[config.mk]
export PLATFORM = sky130hd
export DESIGN_NAME = ps2_keyboard_ctrl
export DESIGN_NICKNAME = d
export VERILOG_FILES = /design/src/rtl/ps2_keyboard_ctrl.sv
export SDC_FILE = /design/constraint.sdc
export NUM_CORES = 1
export LEC_CHECK = 0
export CORE_UTILIZATION = 53
export CTS_CLUSTER_DIAMETER = 50
export DETAILED_ROUTE_END_ITERATION = 12
export PLACE_DENSITY = 0.7
export SLEW_MARGIN = 0
export SYNTH_ARGS = -nofsm -noshare
export SYNTH_HDL_FRONTEND = slang
export SYNTH_SLANG_ARGS = --single-unit
[constraint.sdc]
create_clock -name clk -period 5 [get_ports clk]
set_clock_uncertainty 0.2 [all_clocks]
set_input_delay 1 -clock clk [delete_from_list [all_inputs] [get_ports clk]]
set_output_delay 1 -clock clk [all_outputs]
set_load 0.005 [all_outputs]
[src/rtl/ps2_keyboard_ctrl.sv]
// PS/2 keyboard receiver: frame checking, E0/F0 decode, event FIFO and arrow-key bitmap.
// Optional typematic repeat suppression is enabled by defining PS2_KBD_TYPEMATIC_FILTER_EN.
module ps2_keyboard_ctrl #(
  parameter int SYNC_STAGES    = 2,
  parameter int TIMEOUT_CYCLES = 100000,
  parameter int FIFO_DEPTH     = 8
) (
  input  logic       clk,
  input  logic       rst,
  input  logic       ps2_clk,
  input  logic       ps2_data,
  output logic [3:0] action,
  output logic       ev_valid,
  input  logic       ev_ready,
  output logic [7:0] ev_code,
  output logic       ev_ext,
  output logic       ev_break,
  output logic       parity_err,
  output logic       frame_err,
  output logic       overflow
);

  localparam int TO_W = $clog2(TIMEOUT_CYCLES + 1);
  localparam int AW   = $clog2(FIFO_DEPTH);

  localparam logic [1:0] ST_IDLE = 2'd0;
  localparam logic [1:0] ST_E0   = 2'd1;
  localparam logic [1:0] ST_F0   = 2'd2;
  localparam logic [1:0] ST_E0F0 = 2'd3;

  // Arrow scancodes, bit i of action maps to byte i: up, down, left, right.
  localparam logic [31:0] ARROW_CODES = {8'h74, 8'h6B, 8'h72, 8'h75};

  // ---------------------------------------------------------------------------
  // Synchroniser and falling-edge detect
  // ---------------------------------------------------------------------------
  logic [SYNC_STAGES-1:0] clk_sync_reg;
  logic [SYNC_STAGES-1:0] data_sync_reg;
  logic                   clk_prev_reg;
  logic                   clk_s;
  logic                   data_s;
  logic                   fall;

  always_ff @(posedge clk) begin
    if (rst) begin
      clk_sync_reg  <= '1;
      data_sync_reg <= '1;
      clk_prev_reg  <= 1'b1;
    end else begin
      clk_sync_reg  <= {clk_sync_reg[SYNC_STAGES-2:0], ps2_clk};
      data_sync_reg <= {data_sync_reg[SYNC_STAGES-2:0], ps2_data};
      clk_prev_reg  <= clk_s;
    end
  end

  assign clk_s  = clk_sync_reg[SYNC_STAGES-1];
  assign data_s = data_sync_reg[SYNC_STAGES-1];
  assign fall   = clk_prev_reg & ~clk_s;

  // ---------------------------------------------------------------------------
  // Frame assembly, checking and timeout
  // ---------------------------------------------------------------------------
  logic [3:0]      bit_cnt_reg;
  logic [9:0]      frame_reg;
  logic [TO_W-1:0] to_cnt_reg;
  logic            strobe_reg;
  logic [7:0]      byte_reg;
  logic            parity_err_reg;
  logic            frame_err_reg;

  // After ten right shifts: [0] start, [8:1] data, [9] parity; stop is sampled live.
  always_ff @(posedge clk) begin
    if (rst) begin
      bit_cnt_reg    <= '0;
      frame_reg      <= '0;
      to_cnt_reg     <= '0;
      strobe_reg     <= 1'b0;
      byte_reg       <= '0;
      parity_err_reg <= 1'b0;
      frame_err_reg  <= 1'b0;
    end else begin
      strobe_reg     <= 1'b0;
      parity_err_reg <= 1'b0;
      frame_err_reg  <= 1'b0;
      if (fall) begin
        to_cnt_reg <= '0;
        if (bit_cnt_reg == 4'd10) begin
          bit_cnt_reg <= '0;
          byte_reg    <= frame_reg[8:1];
          if (frame_reg[0] || !data_s) begin
            frame_err_reg <= 1'b1;
          end else if (!(^frame_reg[9:1])) begin
            parity_err_reg <= 1'b1;
          end else begin
            strobe_reg <= 1'b1;
          end
        end else begin
          bit_cnt_reg <= bit_cnt_reg + 4'd1;
          frame_reg   <= {data_s, frame_reg[9:1]};
        end
      end else if (bit_cnt_reg != 4'd0) begin
        if (to_cnt_reg == TO_W'(TIMEOUT_CYCLES - 1)) begin
          to_cnt_reg    <= '0;
          bit_cnt_reg   <= '0;
          frame_err_reg <= 1'b1;
        end else begin
          to_cnt_reg <= to_cnt_reg + 1'b1;
        end
      end
    end
  end

  // ---------------------------------------------------------------------------
  // Prefix decode FSM
  // ---------------------------------------------------------------------------
  logic [1:0] state_reg;
  logic [1:0] state_next;
  logic       ev_req;
  logic       ev_ext_d;
  logic       ev_brk_d;

  always_comb begin
    state_next = state_reg;
    ev_req     = 1'b0;
    ev_ext_d   = 1'b0;
    ev_brk_d   = 1'b0;
    if (parity_err_reg || frame_err_reg) begin
      state_next = ST_IDLE;
    end else if (strobe_reg) begin
      case (state_reg)
        ST_IDLE: begin
          if (byte_reg == 8'hE0)      state_next = ST_E0;
          else if (byte_reg == 8'hF0) state_next = ST_F0;
          else                        ev_req     = 1'b1;
        end
        ST_E0: begin
          if (byte_reg == 8'hF0) begin
            state_next = ST_E0F0;
          end else if (byte_reg == 8'hE0) begin
            state_next = ST_E0;
          end else begin
            ev_req     = 1'b1;
            ev_ext_d   = 1'b1;
            state_next = ST_IDLE;
          end
        end
        ST_F0: begin
          ev_req     = 1'b1;
          ev_brk_d   = 1'b1;
          state_next = ST_IDLE;
        end
        default: begin
          ev_req     = 1'b1;
          ev_ext_d   = 1'b1;
          ev_brk_d   = 1'b1;
          state_next = ST_IDLE;
        end
      endcase
    end
  end

  always_ff @(posedge clk) begin
    if (rst) state_reg <= ST_IDLE;
    else     state_reg <= state_next;
  end

  // ---------------------------------------------------------------------------
  // Held-key bitmap, fed by every decoded event whether or not it is queued
  // ---------------------------------------------------------------------------
  genvar gi;
  generate
    for (gi = 0; gi < 4; gi++) begin : g_action
      logic held_reg;
      always_ff @(posedge clk) begin
        if (rst) begin
          held_reg <= 1'b0;
        end else if (ev_req && byte_reg == ARROW_CODES[gi*8 +: 8]) begin
          held_reg <= !ev_brk_d;
        end
      end
      assign action[gi] = held_reg;
    end
  endgenerate

  // ---------------------------------------------------------------------------
  // Typematic repeat filter
  // ---------------------------------------------------------------------------
  logic push_req;

`ifdef PS2_KBD_TYPEMATIC_FILTER_EN
  logic [7:0] last_code_reg;
  logic       last_ext_reg;
  logic       last_valid_reg;
  logic       repeat_hit;

  assign repeat_hit = ev_req && !ev_brk_d && last_valid_reg &&
                      (last_code_reg == byte_reg) && (last_ext_reg == ev_ext_d);
  assign push_req   = ev_req && !repeat_hit;

  always_ff @(posedge clk) begin
    if (rst) begin
      last_code_reg  <= '0;
      last_ext_reg   <= 1'b0;
      last_valid_reg <= 1'b0;
    end else if (ev_req) begin
      if (ev_brk_d) begin
        last_valid_reg <= 1'b0;
      end else begin
        last_code_reg  <= byte_reg;
        last_ext_reg   <= ev_ext_d;
        last_valid_reg <= 1'b1;
      end
    end
  end
`else
  assign push_req = ev_req;
`endif

  // ---------------------------------------------------------------------------
  // Event FIFO with registered head
  // ---------------------------------------------------------------------------
  logic [9:0]    mem [FIFO_DEPTH];
  logic [AW-1:0] wr_ptr_reg;
  logic [AW-1:0] rd_ptr_reg;
  logic [AW-1:0] rd_ptr_next;
  logic [AW:0]   count_reg;
  logic [AW:0]   count_next;
  logic          ev_valid_reg;
  logic [9:0]    head_reg;
  logic [9:0]    push_word;
  logic          full;
  logic          pop;
  logic          do_push;

  assign push_word   = {byte_reg, ev_ext_d, ev_brk_d};
  assign full        = (count_reg == (AW+1)'(FIFO_DEPTH));
  assign pop         = ev_valid_reg && ev_ready;
  assign do_push     = push_req && (!full || pop);
  assign overflow    = push_req && full && !pop;
  assign rd_ptr_next = pop ? rd_ptr_reg + 1'b1 : rd_ptr_reg;
  assign count_next  = count_reg + (AW+1)'(do_push) - (AW+1)'(pop);

  always_ff @(posedge clk) begin
    if (do_push) mem[wr_ptr_reg] <= push_word;
  end

  // The slot that becomes head may be the one written this cycle, so bypass it.
  always_ff @(posedge clk) begin
    if (rst) begin
      wr_ptr_reg   <= '0;
      rd_ptr_reg   <= '0;
      count_reg    <= '0;
      ev_valid_reg <= 1'b0;
      head_reg     <= '0;
    end else begin
      if (do_push) wr_ptr_reg <= wr_ptr_reg + 1'b1;
      rd_ptr_reg   <= rd_ptr_next;
      count_reg    <= count_next;
      ev_valid_reg <= (count_next != '0);
      if (count_next != '0) begin
        if (do_push && wr_ptr_reg == rd_ptr_next) head_reg <= push_word;
        else                                      head_reg <= mem[rd_ptr_next];
      end
    end
  end

  assign ev_valid   = ev_valid_reg;
  assign ev_code    = head_reg[9:2];
  assign ev_ext     = head_reg[1];
  assign ev_break   = head_reg[0];
  assign parity_err = parity_err_reg;
  assign frame_err  = frame_err_reg;

endmodule

==> results.md, run 1 <==
Run status:
- The run finished with clean final reports.

Die:
- The total number of placement rows is 41.
- The die boundary width is 116 um.
- The vertical die dimension is roughly 120 um.
- Pin placement for this block handled 23 I/O pins.
- The initial core utilization is 0.542.
- After floorplanning, the core was sized to cover ~13,000 sq um.
- The die covers 13,400 sq um.

Synthesis:
- The area of the mapped netlist is 6840 sq um.
- During synthesis, Yosys emitted a total of 0 warnings.
- The largest family of logic cells by synthesized area is simple AND/OR/NAND/NOR gates.
- The mean post-synth cell area is 11.1 sq um.
- The net count after synthesis is 631.
- Of the post-synthesis cell area, the dominant cell type holds 0.351.
- The cell accounting for the most synthesized area is sky130_fd_sc_hd__edfxtp_1.
- The simple logic cell fraction of the synthesized area is 0.199.
- In the synthesized netlist, the number of instances is 615.
- The number of different library cells used by synthesis comes to 59.
- The synthesized design contains between 150 and 200 register bits.
- The post-synthesis share of cell area spent on xor and xnor gates is 0.0470.
- The fraction of the yosys area taken by sequential cells is 0.568.
- For this run, the leading register cell type out of synthesis is sky130_fd_sc_hd__edfxtp_1.
- The share of the synthesized area in compound gates (AO/OA/AOI/OAI) was 0.0858.
- The fraction of synthesized area in multiplexers is 0.0457.
- The number of synthesized flops with an enable pin is 80.
- Ranked by total cell area, the synthesized netlist is headed by sky130_fd_sc_hd__edfxtp_1, sky130_fd_sc_hd__dfxtp_1, sky130_fd_sc_hd__mux2i_1, sky130_fd_sc_hd__nand2_1, sky130_fd_sc_hd__nor2_1.
- The proportion of synthesized flip-flops having asynchronous set or reset is 0.
- Of the total synthesized cell area, the portion taken by full adders, half adders and majority gates is 0.0212.

Cells and area:
- The layout overhead on the synthesized area is 14.5%.
- Of the cells placed in the final design, the portion with a size suffix greater than 1 is 0.102.
- The count of inserted antenna diode cells is 0.
- The net count reported at finish is about 650.
- The layout has 1,049 filler cells.
- The register with the most flip-flops in the layout has 80 of them.

Place:
- Prior to clock tree synthesis, the placed netlist has a worst setup slack of a little under 0.4 ns.
- The placer congestion estimate is 0.835.
- Buffers placed on the I/O ports in this run total 22.
- After legalization and detailed placement, the total HPWL measured 9030 um.

Run:
- The count of maximum capacitance violations is 0.

Setup path:
- The critical path ends at head_reg[0].
- The critical setup path kind is in -> reg.
- The endpoint arrival time on the critical path is 4.31 ns.
- The register-to-register setup slack is 0.79 ns.
- Along the worst path, the maximum fanout reaches 23.
- STA classifies the critical path startpoint as an input port.
- The worst register-to-register path begins at byte_reg[5].
- The logic depth of the worst register-to-register path is 12.
- The required time at the worst-slack endpoint is slightly above 5 ns.
- The capturing point of the worst reg2reg path is head_reg[4].
- The most critical setup path has its startpoint at ev_ready.
- The kind of end point of the critical path is a flip-flop.

Global routing:
- The first global-routing pass estimated 21,900 um of wire.
- The via count of the first global-routing pass came to 4,366.
- The global router's overall resource usage is 0.221.
- The global-route congestion overflow total is 0.
- The pin count of the biggest net entering global routing is 44.
- The number of antenna violations at the first check in global routing is 0.

Drt:
- After detailed routing, the total wire length is 13,500 um.
- For this block, the initial DRC count from the detailed router was 285.
- Before antenna repair, the detailed router went through 4 iterations.
- The count of vias placed by the detailed router is 4,548.
- In the routed design, unresolved DRC markers number 0.
- The average wire per standard cell is approximately 17 um.
- The detail-routed via count per cell is ~5.6.
- Once detail routing completed, the nets flagged for antenna violations numbered 0.

Clock network:
- The post-cts resize count is 0.
- For the worst-skew pair, the clock arrives at the later sink with an insertion delay of 0.43 ns.
- The TritonCTS clock tree is yes.
- After clock tree synthesis, the setup repair step added 0 buffers.
- The clock net sink count is 154.
- After clock tree synthesis, the clock-pin slew on the worst setup and hold paths is 0.06 ns.
- The quantity of hold-fixing buffers added after cts is 0.
- Clock tree synthesis inserted a total of 17 buffers.
- The tree is rooted in a sky130_fd_sc_hd__clkbuf_16.
- No sink is reached through more buffers than the 2 on the longest clock path.
- The count of H-tree levels built during CTS is 4.

Timing:
- Measured against its own limit, the worst slew margin works out to 0.507.
- The share of the clock period used by the worst path is 0.842.
- Summed over all failing endpoints, the final setup total negative slack is 0 ns.
- Across all setup checks in the final design, the least slack found is between 0.7 and 0.8 ns.
- Timing would allow up to 0.238 GHz.
- The final hold violation count is 0.
- The number of max-slew violations in the final report was 0.
- Subtracting the final worst setup slack from the clock period gives 4.21 ns.
- Setup repair after global routing left no endpoint under its margin.
- The final count of negative-setup-slack endpoints is 0.
- At the pin with the least slew margin, the transition time is 0.738 ns.

Power and ir drop:
- The peak ir drop on the vdd network is 0.222 mV.
- The power density relative to cell area is 450 nW/um^2.
- The standby leakage power is 2.73 nW.

Min path:
- The class of the most critical hold timing path is reg -> reg.
- Along the worst hold path, the cell count comes to 1.
critical path: stages:
cell,delay (ns)
sky130_fd_sc_hd__clkdlybuf4s50_1,0.51
sky130_fd_sc_hd__and2_1,0.15
sky130_fd_sc_hd__buf_4,0.29
sky130_fd_sc_hd__nand2_1,0.18
sky130_fd_sc_hd__nand2_1,0.10
sky130_fd_sc_hd__ha_1,0.20
sky130_fd_sc_hd__fa_1,0.47
sky130_fd_sc_hd__or3b_1,0.39
sky130_fd_sc_hd__a211oi_1,0.31
sky130_fd_sc_hd__nor3_2,0.13
sky130_fd_sc_hd__nor4b_4,0.20
sky130_fd_sc_hd__a221o_1,0.38
metal layers:
metal	global-route usage	vias to the layer above	wire length (um)
met5	0	-	0
met4	0.0897	0	186
met3	0.0502	13	462
met2	0.373	70	6670
met1	0.275	2193	6220
li1	-	2272	-
Yosys cell counts, types with 2 or more instances:
cell type	n
sky130_fd_sc_hd__edfxtp_1	80
sky130_fd_sc_hd__dfxtp_1	74
sky130_fd_sc_hd__nand2_1	67
sky130_fd_sc_hd__nor2_1	48
sky130_fd_sc_hd__nand3_1	34
sky130_fd_sc_hd__mux2i_1	29
sky130_fd_sc_hd__a21oi_1	27
sky130_fd_sc_hd__nand3b_1	22
sky130_fd_sc_hd__clkbuf_1	19
sky130_fd_sc_hd__xnor2_1	18
sky130_fd_sc_hd__nor3_1	15
sky130_fd_sc_hd__xor2_1	15
sky130_fd_sc_hd__nand4_1	14
sky130_fd_sc_hd__nor2b_1	13
sky130_fd_sc_hd__ha_1	10
sky130_fd_sc_hd__a221o_1	9
sky130_fd_sc_hd__inv_1	9
sky130_fd_sc_hd__a31oi_1	8
sky130_fd_sc_hd__buf_2	8
sky130_fd_sc_hd__buf_4	8
sky130_fd_sc_hd__o221ai_1	8
sky130_fd_sc_hd__o22a_1	8
sky130_fd_sc_hd__or2_2	6
sky130_fd_sc_hd__and2_1	5
sky130_fd_sc_hd__nor4_1	5
sky130_fd_sc_hd__a211oi_1	4
sky130_fd_sc_hd__and3_1	4
sky130_fd_sc_hd__nand2b_1	4
sky130_fd_sc_hd__o21ai_0	4
sky130_fd_sc_hd__a22oi_1	3
sky130_fd_sc_hd__buf_1	3
sky130_fd_sc_hd__nor3b_1	3
sky130_fd_sc_hd__and4b_1	2
sky130_fd_sc_hd__nor4b_1	2
sky130_fd_sc_hd__or3b_1	2
sky130_fd_sc_hd__xnor2_2	2
kinds of logic (layout without fill, tap and decap cells):
group,after synthesis,count (layout)
AO/OA/AOI/OAI,80,80
flip-flops,154,154
buffers and inverters,48,79
adder cells (fa/ha/maj),11,11
multiplexers,30,30
AND/OR/NAND/NOR,257,257
XOR/XNOR,35,35
area by class of cell:
class                           count  area (sq um)  area share
Clock buffer                       18           439      0.0561
Sequential cell                   154          3880       0.496
Inverter                            9          33.8     0.00431
Timing Repair Buffer               38           340      0.0435
Tap cell                          172           215      0.0275
Multi-Input combinational cell    413          2750       0.351
Clock inverter                     14           171      0.0219
metrics by stage:
stage | total power [mW] | hold WS [ns] | cell area (sq um) | cells | util
floorplan | 2.03 | 0.189 | 6840 | 615 | -
global placement | 2.22 | 0.197 | 7220 | 786 | 0.572
detailed placement | 2.25 | 0.196 | 7220 | 786 | 0.572
CTS | 3.54 | 0.210 | 7830 | 818 | 0.621
global route | 3.67 | 0.212 | 7830 | 818 | 0.621
finish | 3.52 | 0.207 | 7830 | 818 | 0.621
report_power, final:
part	leakage, nW	total (mW)	switching (mW)	internal (mW)
sequential	1.32	1.42	0.0407	1.38
clock	0.283	1.30	0.502	0.798
combinational	1.13	0.804	0.424	0.380
worst min-delay path by stage:
stage,from,to,slack (ns)
after floorplan,clk_sync_reg[0],clk_sync_reg[1],0.19
after global placement,clk_sync_reg[0],clk_sync_reg[1],0.20
after detailed placement,clk_sync_reg[0],clk_sync_reg[1],0.20
after CTS,clk_sync_reg[0],clk_sync_reg[1],0.21
after global routing,clk_sync_reg[0],clk_sync_reg[1],0.21
final,clk_sync_reg[0],clk_sync_reg[1],0.21
layout by cell type, fill, tap and decap left out, types with 5 or more instances in the layout:
cell type	n
sky130_fd_sc_hd__xnor2_1	18
sky130_fd_sc_hd__o22a_1	8
sky130_fd_sc_hd__dfxtp_1	74
sky130_fd_sc_hd__nand4_1	14
sky130_fd_sc_hd__or2_2	6
sky130_fd_sc_hd__ha_1	10
sky130_fd_sc_hd__a21oi_1	27
sky130_fd_sc_hd__nor2b_1	13
sky130_fd_sc_hd__nor3_1	15
sky130_fd_sc_hd__nand3b_1	22
sky130_fd_sc_hd__inv_1	9
sky130_fd_sc_hd__and2_1	5
sky130_fd_sc_hd__edfxtp_1	80
sky130_fd_sc_hd__xor2_1	15
sky130_fd_sc_hd__buf_4	16
sky130_fd_sc_hd__nand3_1	34
sky130_fd_sc_hd__a221o_1	9
sky130_fd_sc_hd__clkbuf_16	17
sky130_fd_sc_hd__nand2_1	67
sky130_fd_sc_hd__clkdlybuf4s50_1	22
sky130_fd_sc_hd__mux2i_1	29
sky130_fd_sc_hd__a31oi_1	8
sky130_fd_sc_hd__o221ai_1	8
sky130_fd_sc_hd__clkinvlp_4	5
sky130_fd_sc_hd__nor2_1	48
Power figures use the tool's default switching activity.
==> inputs of run 2 (changes only) <==
==> constraint.sdc (replaced) <==
create_clock -name clk -period 4.2 [get_ports clk]
set_clock_uncertainty 0.2 [all_clocks]
set_input_delay 0.84 -clock clk [delete_from_list [all_inputs] [get_ports clk]]
set_output_delay 0.84 -clock clk [all_outputs]
set_load 0.005 [all_outputs]
==> results.md, run 2 (synthesis results as in run 1) <==
Min path:
- The terminating pin of the worst hold path is data_sync_reg[1] (was clk_sync_reg[1]).
- The cell depth of the worst hold path is 1 (unchanged).
- The class of the most critical hold timing path is reg -> reg (unchanged).
- The startpoint of the lowest-slack hold path was data_sync_reg[0] (was clk_sync_reg[0]).

Drt:
- The number of search-and-repair iterations in the first detailed-routing pass is 5 (was 4).
- The count of vias placed by the detailed router was 4,747 (was 4,548).
- The remaining antenna violation count after routing was 0 (unchanged).
- The average wire per standard cell is 17.1 um (was 16.5 um).
- The remaining routing DRC violations is 0 (unchanged).
- The wire length after detailed routing was 14,300 um (was 13,500 um).
- The detail-routed via count per cell came to 5.71 (was 5.56).
- The starting DRC count in detailed routing is 355 (was 285).

Clock network:
- The clock-pin slew of the registers on the worst-case setup and hold paths was 0.06 ns (about the same).
- The number of buffers inserted by post-CTS setup repair is 0 (unchanged).
- The quantity of hold-fixing buffers added after cts is 0 (unchanged).
- The worst-case clock buffer depth is 2 (unchanged).
- The post-cts resize count is 0 (unchanged).
- The number of CTS-inserted buffers is 17 (unchanged).
- The CTS root buffer is sky130_fd_sc_hd__clkbuf_16 (unchanged).
- The count of H-tree levels built during CTS is 4 (unchanged).
- The clock net sink count is 154 (unchanged).
- The TritonCTS clock tree is yes (unchanged).
- The clock latency reported for the late side of the worst-skew pair came to 0.42 ns (was 0.43 ns).

Global routing:
- The number of antenna violations at the first check in global routing is 0 (unchanged).
- The pin count of the biggest net entering global routing is 46 (was 44).
- The global-route congestion overflow total is 0 (unchanged).
- The global-route wire length before repair was 23,100 um (was 21,900 um).
- The via count of the first global-routing pass is 4,644 (was 4,366).
- The global router's overall resource usage came to 0.231 (was 0.221).

Setup path:
- The launch point of the worst reg-to-reg path is byte_reg[2] (was byte_reg[5]).
- The kind of end point of the critical path is a flip-flop (unchanged).
- The cell with the largest stage delay on the worst path is sky130_fd_sc_hd__or3_2 (was sky130_fd_sc_hd__clkdlybuf4s50_1).
- The endpoint arrival time on the critical path is 4.05 ns (was 4.31 ns).
- The type of origin of the critical path is an input port (unchanged).
- The logic depth of the worst register-to-register path is 13 (was 12).
- The register-to-register setup slack is 0.25 ns (was 0.79 ns).
- The critical setup path kind is in -> reg (unchanged).
- Cell-by-cell trace of the critical path: clkdlybuf4s50_1 -> and2_1 -> or3_2 -> nand2_1 -> ha_1 -> fa_1 -> or3b_1 -> a211oi_1 -> nor3_2 -> nor4b_4 -> a221o_1 (was clkdlybuf4s50_1 -> and2_1 -> buf_4 -> nand2_1 -> nand2_1 -> ha_1 -> fa_1 -> or3b_1 -> a211oi_1 -> nor3_2 -> nor4b_4 -> a221o_1).
- The largest fanout on the critical path came to 10 (was 23).
- The family with the most delay on the worst path was simple AND/OR/NAND/NOR gates (unchanged).
- The count of buffer and inverter cells on the critical path is 1 (was 2).
- The largest stage delay on the critical path came to 0.46 ns (was 0.51 ns).
- The required time at the worst-slack endpoint is 4.30 ns (was 5.10 ns).
- The capturing point of the worst reg2reg path is head_reg[4] (unchanged).

Power and ir drop:
- The power density relative to cell area was 525 nW/um^2 (was 450 nW/um^2).
- The standby leakage power came to 2.79 nW (was 2.73 nW).
- The peak ir drop on the vdd network was 0.337 mV (was 0.222 mV).
- The total power of the final layout was 4.14 mW (was 3.52 mW).

Timing:
- The number of max-slew violations in the final report came to 0 (unchanged).
- Unrepaired setup endpoints after global routing: false (unchanged).
- The final count of negative-setup-slack endpoints is 0 (unchanged).
- The final hold violation count is 0 (unchanged).
- After layout, the minimum clock period comes to 3.95 ns.
- The worst slew margin relative to its limit is 0.271 (was 0.507).
- The share of the clock period used by the worst path is 0.940.
- The worst hold slack came to 0.210 ns (was 0.207 ns).
- The transition time at the pin with the least slew margin came to 1.09 ns (was 0.738 ns).
- Timing would allow up to 0.253 GHz.

Cells and area:
- The net count reported at finish came to 663 (was 649).
- The layout filler cell count came to 1,050 (was 1,049).
- The count of inserted antenna diode cells is 0 (unchanged).
- The most common library cell in the layout ignoring fill and taps is sky130_fd_sc_hd__edfxtp_1 (unchanged).
- The number of flip-flops in the largest register came to 80 (unchanged).
- The layout cell share with drive strength beyond 1 was 0.117 (was 0.102).
- The post-route standard cell area excluding fillers came to 7890 sq um (was 7830 sq um).
- Leading cell types in the layout, fill and taps excluded: sky130_fd_sc_hd__edfxtp_1, sky130_fd_sc_hd__dfxtp_1, sky130_fd_sc_hd__nand2_1, sky130_fd_sc_hd__nor2_1, sky130_fd_sc_hd__nand3_1 (unchanged).
- The layout overhead on the synthesized area is 15.3% (was 14.5%).

Die:
- The number of ports placed on the die boundary is 23 (unchanged).
- The initial core utilization was 0.542 (unchanged).
- The total number of placement rows came to 41 (unchanged).
- The area of the die came to 13,400 sq um (unchanged).
- The die boundary width came to 116 um (unchanged).
- The core area came to 12,600 sq um (unchanged).
- The vertical die dimension was 116 um (unchanged).

Run:
- The count of maximum capacitance violations was 0 (unchanged).

Place:
- The port buffer count came to 22 (unchanged).
- The HPWL after detailed placement was 9510 um (was 9030 um).
- The placed cell area was 7330 sq um (was 7220 sq um).
- The placer congestion estimate is 0.846 (was 0.835).

Run status:
- Result of the run: completed (unchanged).
## run 2: changes by cell type in the layout (fill, tap and decap cells not counted), sizes merged
cell	before	now
buf	16	30
clkinv	4	8
clkinvlp	5	1
clkbuf	18	20
bufinv	3	2
inv	11	10
## run 2: metal layers
layer  GRT usage  routed length, um  up-vias
met5           0                  0        -
met4      0.0889                203        0
met3      0.0450                672       15
met2       0.388               7070      119
met1       0.296               6310     2308
li1            -                  -     2305
## run 2: report_power, final
group,internal (mW),switching (mW),total [mW]
Combinational,0.478,0.510,0.988
Clock,0.872,0.585,1.46
Sequential,1.64,0.0557,1.69
Total,2.99,1.15,4.14
## run 2: how the worst max path moves through the flow
stage | depth (start not counted) | to | slack (ns) | startpoint
floorplan | 12 | head_reg[0] | 0.22 | ev_ready
global placement | 11 | head_reg[5] | -0.03 | ev_ready
finish | 11 | head_reg[9] | 0.25 | ev_ready
global route | 12 | head_reg[4] | 0.09 | state_reg[1]
detailed placement | 11 | head_reg[9] | -0.15 | ev_ready
CTS | 13 | head_reg[4] | 0.28 | state_reg[1]
## run 2: through the flow
stage	TNS (ns)	utilization	setup WS [ns]	cells
2_1_floorplan	0	-	0.217	615
3_3_place_gp	-0.297	0.581	-0.0348	800
3_5_place_dp	-1.29	0.581	-0.148	800
4_1_cts	0	0.625	0.282	832
5_1_grt	0	0.625	0.0943	832
6_report	0	0.625	0.250	832
## run 2: area by class of cell
type	count	area, sq um	share of cell area
sequential	154	3880	0.492
multi-input combinational	413	2750	0.348
timing repair buffer	52	445	0.0565
clock buffer	20	437	0.0554
tap	172	215	0.0273
clock inverter	12	126	0.0160
inverter	9	33.8	0.00428
==> inputs of run 3 (changes only) <==
--- a/config.mk
+++ b/config.mk
@@ -9,6 +9,7 @@
 export CTS_CLUSTER_DIAMETER = 50
 export DETAILED_ROUTE_END_ITERATION = 12
 export PLACE_DENSITY = 0.7
+export SETUP_SLACK_MARGIN = 0.02
 export SLEW_MARGIN = 0
 export SYNTH_ARGS = -nofsm -noshare
 export SYNTH_HDL_FRONTEND = slang
==> results of run 3 <==
Final layout, timing and power as in run 2 (identical DEF).
